===== src/rtl/gpio_bank.sv =====
// gpio_bank: WIDTH-pin Wishbone GPIO bank with per-pin direction, atomic
// output set/clear, synchronised inputs and optional per-pin edge interrupts.
// Zero-wait-state slave: ack and read data are combinational from the strobe.
// Build option: define GPIO_IRQ_EN to include the edge-interrupt logic
// (RISE_EN, FALL_EN, IRQ_STAT, previous-sample flops and o_irq).
module gpio_bank #(
  parameter int WIDTH       = 8,
  parameter int SYNC_STAGES = 2
) (
  input  logic             i_wb_clk,
  input  logic             i_wb_rst_n,
  input  logic [31:0]      i_wb_adr,
  input  logic [31:0]      i_wb_dat,
  input  logic             i_wb_we,
  input  logic             i_wb_stb,
  output logic [31:0]      o_wb_rdt,
  output logic             o_wb_ack,
  input  logic [WIDTH-1:0] i_gpio_in,
  output logic [WIDTH-1:0] o_gpio_out,
  output logic [WIDTH-1:0] o_gpio_oe,
  output logic             o_irq
);

  // Register word index, decoded from byte address bits [4:2].
  typedef enum logic [2:0] {
    ADDR_OUT      = 3'd0,
    ADDR_IN       = 3'd1,
    ADDR_DIR      = 3'd2,
    ADDR_OUT_SET  = 3'd3,
    ADDR_OUT_CLR  = 3'd4,
    ADDR_RISE_EN  = 3'd5,
    ADDR_FALL_EN  = 3'd6,
    ADDR_IRQ_STAT = 3'd7
  } reg_addr_e;

  reg_addr_e                         adr;
  logic                              wr;
  logic [WIDTH-1:0]                  wdat;
  logic [WIDTH-1:0]                  out_q;
  logic [WIDTH-1:0]                  dir_q;
  logic [SYNC_STAGES-1:0][WIDTH-1:0] sync_q;
  logic [WIDTH-1:0]                  in_sync;
  logic [WIDTH-1:0]                  rd_field;

  assign adr     = reg_addr_e'(i_wb_adr[4:2]);
  assign wr      = i_wb_stb & i_wb_we;
  assign wdat    = i_wb_dat[WIDTH-1:0];
  assign in_sync = sync_q[SYNC_STAGES-1];

  // Address and data bits outside the decoded/implemented range are ignored.
  logic unused_adr;
  logic unused_dat;
  assign unused_adr = ^{i_wb_adr[31:5], i_wb_adr[1:0]};
  generate
    if (WIDTH < 32) begin : g_dat_pad
      assign unused_dat = ^i_wb_dat[31:WIDTH];
    end else begin : g_dat_full
      assign unused_dat = 1'b0;
    end
  endgenerate

  // Ack follows the strobe combinationally so it can never outlast it.
  assign o_wb_ack   = i_wb_stb;
  assign o_gpio_out = out_q;
  assign o_gpio_oe  = dir_q;

  // Output latch and direction: plain writes plus atomic set/clear.
  // NOTE: sequential state uses non-blocking (<=) so every flop samples the
  // pre-edge values of the others; blocking here would create ordering races.
  always_ff @(posedge i_wb_clk or negedge i_wb_rst_n) begin
    if (!i_wb_rst_n) begin
      out_q <= '0;
      dir_q <= '0;
    end else if (wr) begin
      case (adr)
        ADDR_OUT:     out_q <= wdat;
        ADDR_OUT_SET: out_q <= out_q | wdat;
        ADDR_OUT_CLR: out_q <= out_q & ~wdat;
        ADDR_DIR:     dir_q <= wdat;
        default:      ;
      endcase
    end
  end

  // Input synchroniser: pad enters stage 0, IN is the last stage.
  always_ff @(posedge i_wb_clk or negedge i_wb_rst_n) begin
    if (!i_wb_rst_n) begin
      sync_q <= '0;
    end else begin
      sync_q <= {sync_q[SYNC_STAGES-2:0], i_gpio_in};
    end
  end

`ifdef GPIO_IRQ_EN
  logic [WIDTH-1:0] prev_q;
  logic [WIDTH-1:0] rise_en_q;
  logic [WIDTH-1:0] fall_en_q;
  logic [WIDTH-1:0] irq_stat_q;
  logic [WIDTH-1:0] irq_set;
  logic [WIDTH-1:0] irq_clr;

  // Edge detect against the previous synchronised sample, gated by enables.
  assign irq_set = (in_sync & ~prev_q & rise_en_q) |
                   (~in_sync & prev_q & fall_en_q);
  assign irq_clr = (wr && adr == ADDR_IRQ_STAT) ? wdat : '0;
  assign o_irq   = |irq_stat_q;

  // Edge enables, previous-sample flops and sticky status (set beats W1C).
  always_ff @(posedge i_wb_clk or negedge i_wb_rst_n) begin
    if (!i_wb_rst_n) begin
      prev_q     <= '0;
      rise_en_q  <= '0;
      fall_en_q  <= '0;
      irq_stat_q <= '0;
    end else begin
      prev_q     <= in_sync;
      irq_stat_q <= (irq_stat_q & ~irq_clr) | irq_set;
      if (wr && adr == ADDR_RISE_EN) rise_en_q <= wdat;
      if (wr && adr == ADDR_FALL_EN) fall_en_q <= wdat;
    end
  end
`else
  assign o_irq = 1'b0;
`endif

  // Read mux: addressed register, zero-extended; zero whenever stb is low.
  // NOTE: every variable written in an always_comb gets a default first, so
  // no path leaves it unassigned and no latch is inferred.
  always_comb begin
    rd_field = '0;
    case (adr)
      ADDR_OUT:      rd_field = out_q;
      ADDR_IN:       rd_field = in_sync;
      ADDR_DIR:      rd_field = dir_q;
`ifdef GPIO_IRQ_EN
      ADDR_RISE_EN:  rd_field = rise_en_q;
      ADDR_FALL_EN:  rd_field = fall_en_q;
      ADDR_IRQ_STAT: rd_field = irq_stat_q;
`endif
      default:       rd_field = '0;
    endcase
    o_wb_rdt = '0;
    if (i_wb_stb) o_wb_rdt[WIDTH-1:0] = rd_field;
  end

endmodule


===== config.mk =====
export PLATFORM = sky130hd
export DESIGN_NAME = gpio_bank
export DESIGN_NICKNAME = d
export VERILOG_FILES = /design/src/rtl/gpio_bank.sv
export SDC_FILE = /design/constraint.sdc
export NUM_CORES = 1
export LEC_CHECK = 0
export BUFFER_PORTS_ARGS = -buffer_cell sky130_fd_sc_hd__buf_2
export CORE_MARGIN = 1
export CORE_UTILIZATION = 40
export CTS_CLUSTER_SIZE = 10
export DETAILED_ROUTE_END_ITERATION = 10
export GPL_ROUTABILITY_DRIVEN = 0
export PLACE_DENSITY = 0.81
export REMOVE_ABC_BUFFERS = 1
export SLEW_MARGIN = 20
export SYNTH_ARGS = -nofsm -noshare
export SYNTH_HDL_FRONTEND = slang
export SYNTH_SLANG_ARGS = --single-unit

===== constraint.sdc =====
create_clock -name i_wb_clk -period 1.2 [get_ports i_wb_clk]
set_input_delay 0.12 -clock i_wb_clk [delete_from_list [all_inputs] [get_ports i_wb_clk]]
set_output_delay 0.12 -clock i_wb_clk [all_outputs]
set_load 0.005 [all_outputs]

# Yosys cells after proc, flatten, opt, wreduce, memory -nomap -nowiden
# Cells that the tools add are included.
dict set report totals {
  output_inout_bits 50
  in_bits 76
  reg_bits 32
  word_cells 19
}
dict set report classes {
  n_eq_ne 4
  n_mux 3
  bitwise_logic 4
  n_reduce_logical 4
}
# op count
set ops {}
lappend ops {{8-bit case mux with 3 select lines} 2}
lappend ops {{8-bit AND} 1}
lappend ops {{8-bit two-way mux} 1}
lappend ops {{8-bit NOT} 1}
lappend ops {{8-bit bitwise OR} 1}
lappend ops {{3-bit by 2-bit equality test with 1-bit output, second input constant} 2}
lappend ops {{2-bit AND reduction} 2}
lappend ops {{3-bit by 1-bit equality test with 1-bit output, second input constant} 1}
lappend ops {{3-bit equality test, second input constant} 1}
lappend ops {{3-bit logical NOT} 1}
lappend ops {{3-bit nonzero test} 1}
lappend ops {{1-bit AND} 1}

# Logic depth before layout (Yosys ltp)
dict set report depth {
  depth_word 3
  ltp_mapped 5
  depth_no_buf 3
}

# Least setup slack after synthesis
# No wires, ideal clock.
dict set report synth_path {
  kind {input port to flip-flop}
  start {input port i_wb_adr[2]}
  end {register dir_q[0], in the netlist o_gpio_oe[0]}
  setup_time_ns 0.125
  required_ns 1.075
  arrival_ns 1.030
  stages 3
  slack_ns 0.046
  path_buffers 0
  cell_sequence {nand3b_4 nor3b_4 mux2_2}
}
dict set report synth_via {
  elab_chain_cells 2
}
# item line_no
set synth_rtl {}
lappend synth_rtl {{from (decl)} 12} ;# input logic [31:0] i_wb_adr,
lappend synth_rtl {{3-bit by 2-bit equality test with 1-bit output} 75} ;# case (adr)
lappend synth_rtl {{2-bit AND reduction (no source line)} n/a}
lappend synth_rtl {{to (signal assigned)} 79} ;# ADDR_DIR: dir_q <= wdat;
lappend synth_rtl {{to (decl)} 40} ;# logic [WIDTH-1:0] dir_q;
# Every way passes these cells.
# A chain may end at the register's enable or synchronous reset.

# Worst setup path in the final report
dict set report layout_path {
  start {register out_q[5], in the netlist o_gpio_out[5]}
  end {output port o_wb_rdt[5]}
}
dict set report layout_via {
  elab_chain_cells 2
}
# item line_no
set layout_rtl {}
lappend layout_rtl {{from (decl)} 39} ;# logic [WIDTH-1:0] out_q;
lappend layout_rtl {{from (signal assigned)} 76} ;# ADDR_OUT: out_q <= wdat;
lappend layout_rtl {{from (signal assigned)} 77} ;# ADDR_OUT_SET: out_q <= out_q | wdat;
lappend layout_rtl {{from (signal assigned)} 78} ;# ADDR_OUT_CLR: out_q <= out_q & ~wdat;
lappend layout_rtl {{8-bit case mux with 3 select lines} 131} ;# case (adr)
lappend layout_rtl {{8-bit two-way mux} 143} ;# if (i_wb_stb) o_wb_rdt[WIDTH-1:0] = rd_field;
lappend layout_rtl {{to (decl)} 16} ;# output logic [31:0] o_wb_rdt,
# Every way passes these cells.

==> impl_metrics.toml <==
[status]
status = "finished with violations"
violations = "negative setup slack"

[power]
p_leak_nw = 1.10
sw_frac_of_total = 0.256
clkPwrFrac = 0.316
internal_power_mw = 1.97
seq_power_share = 0.473
p_per_area_nw_per_um2 = 1170
combPwrFrac = 0.212
vdd.ir_drop.worst_mv = 0.792
switchingPower_mw = 0.678

[global_routing]
antenna_found_initial = 0
grt_pass1_vias = 1282
track_usage = 0.184
overflow = 0
grt_pass1_wl_mm = 5.82
grt_max_degree = 18

[worst_setup_path]
r2r-start = "o_gpio_out[3]$_DFFE_PN0P_"
cp.required_ns = 1.08
crit_fanout = 2
cp_top_family = "flip-flops"
timing.critical_path.from_type = "register"
reg2reg_depth = 4
worstPathCellList = "mux2i_1 > or2_4 > a21oi_2 > buf_2"
arrival_ns = 1.21
reg2reg_to = "o_gpio_out[3]$_DFFE_PN0P_"
cp_slowest_cell = "dfrtp_1"
crit_buf_inv = 1
critPathCaptureType = "output pin"
rrSetupSlack_ns = -0.02
slowest_delay_ns = 0.36
critPathKind = "register to output pin"

[hold_path]
hp-start = "i_wb_dat[0]"
hold_class = "primary input to register"
whs_endpoint = "o_gpio_oe[0]$_DFFE_PN0P_"
whs_path_depth = 2

[routing]
vias = 1314
route.detailed.drc = 0
wire_per_inst_um = 12.8
drt_iter0_drc = 22
totalWireLength_mm = 3.56
ant_nets = 0
viasPerCell = 4.74
dr.pass1.iters = 4

[synthesis]
ys_seq_elements = 32
syn_area_per_cell_um2 = 11.4
yosys.area.top_type = "dfrtp_1"
ys_top_cells_by_area = "dfrtp_1 (49%), buf_4 (12%), mux2_2 (5.5%), a221o_1 (4.9%), mux2i_1 (4.9%)"
ys_seq_area_frac = 0.487
syn_inst = 144
yosys_warnings = 0
synth_top_cell_area_share = 0.487
yosysUniqueCellTypes = 19
syn_area_um2 = 1640

[placement]
io_buffers = 47
hpwlAfterDp_mm = 2.64
place_ws_ns = -0.0633
place_area_um2 = 1980

[clock_tree]
cts.path.max_buffers = 2
clkLatencyLatePin_ns = 0.28
h-tree-depth = 2
cts.sinks = 32
numCtsBuffers = 5
cts_tree = "done"
clk_pin_slew_ns = 0.06
cts-root-buf = "clkbuf_8"

[sta]
clock.fmax_mhz = 754
finalHoldViolations = 0
worst_slack_ns = -0.126
worst_slew_pin_slew_ns = 0.654
fin_crit_sh = 1.10
clock-skew-final_ns = 0.00571
tns_ns = -0.776
rsz0062_at_grt = "yes"
max_slew_margin = 0.562
finalMaxSlewViolations = 0
layout_min_cycle_time_ns = 1.33
setup_viol = 9

[final_layout]
final_common_cell = "buf_2"
final_nets = 304
final_cell_mix = "buf_2 (47), dfrtp_1 (32), buf_4 (27), conb_1 (25)"
fill_cells = 320
final_area_um2 = 2270
syn_to_final_growth_pct = 38.2
final_util = 0.598
antennaDiodeCount = 0
layout-drive-gt1-share = 0.476

[die]
core_um2 = 3800
dieArea_um2 = 4370
initial_core_util = 0.432
io_pins = 126
fp-row-count = 22
die_w_um = 66.1
fp.dieH_um = 66.1

[flow_run]
drv_cap = 0
==> power groups by stage <==
stage	registers [mW]	logic [mW]	clock network, mW
floorplan	1.27	0.199	0
global placement	1.27	0.464	0
detailed placement	1.28	0.481	0
CTS	1.25	0.563	0.858
global route	1.26	0.618	0.919
finish	1.25	0.561	0.836
==> cells in the mapped netlist <==
cell,number
dfrtp_1,32
buf_4,26
nand2_1,9
nor2b_1,9
a21o_1,8
a21oi_1,8
a221o_1,8
mux2_2,8
mux2i_1,8
o21a_1,8
or2_2,8
buf_2,3
clkbuf_1,3
and4b_1,1
conb_1,1
nand3b_1,1
nand3b_4,1
nor3_2,1
nor3b_4,1
==> stage by stage <==
step           cells  hold WS [ns]  power [mW]
2_1_floorplan    136        -0.176        1.47
3_3_place_gp     253        0.0512        1.74
3_5_place_dp     253        0.0636        1.76
4_1_cts          277         0.108        2.67
5_1_grt          277         0.112        2.80
6_report         277         0.118        2.65
==> registers in the layout (all words and copies together) (netlist names) <==
name / cells
in_sync: 8
o_gpio_oe: 8
o_gpio_out: 8
sync_q: 8
==> repair_timing <==
item,4_1_cts,5_1_grt
setup buffers,7,1
setup endpoints to repair,8,11
gates resized for setup,16,1
endpoints found under the hold margin,23,0
pin swaps,7,10
hold buffers,9,0
==> cells by family after synthesis <==
family / share of synthesized area
flops: 0.487
mux: 0.104
compound gates: 0.146
simple gates: 0.126
buf+inv: 0.135
other cells: 0.00228
==> cell type report <==
class / instances / area (µm²) / share of cell area
repair buffers: 85 / 559 / 0.246
multi-input cells: 104 / 761 / 0.335
flip-flops and latches: 32 / 801 / 0.353
well taps: 48 / 60.1 / 0.0264
clock buffers: 8 / 90.1 / 0.0397
==> how the worst max path moves through the flow <==
| stage | startpoint | end | slack [ns] | cells after the start |
|---|---|---|---|---|
| after floorplan | i_wb_adr[2] | o_gpio_oe[0]$_DFFE_PN0P_ | 0.05 | 3 |
| after global placement | i_wb_adr[2] | o_gpio_oe[5]$_DFFE_PN0P_ | -0.05 | 5 |
| after detailed placement | i_wb_adr[2] | o_gpio_oe[6]$_DFFE_PN0P_ | -0.06 | 5 |
| after CTS | o_gpio_out[3]$_DFFE_PN0P_ | o_wb_rdt[3] | -0.13 | 4 |
| after global routing | o_gpio_out[4]$_DFFE_PN0P_ | o_wb_rdt[4] | -0.17 | 4 |
| final | o_gpio_out[5]$_DFFE_PN0P_ | o_wb_rdt[5] | -0.13 | 4 |
==> per-layer routing <==
metal	part of all wire	track usage	up-vias	wire, µm
li1	-	-	618	-
met1	0.45	0.233	630	1590
met2	0.46	0.291	61	1650
met3	0.073	0.0552	5	260
met4	0.014	0.0771	0	51
met5	0	0	-	0
Note: power is estimated with default switching activity, not from simulation.
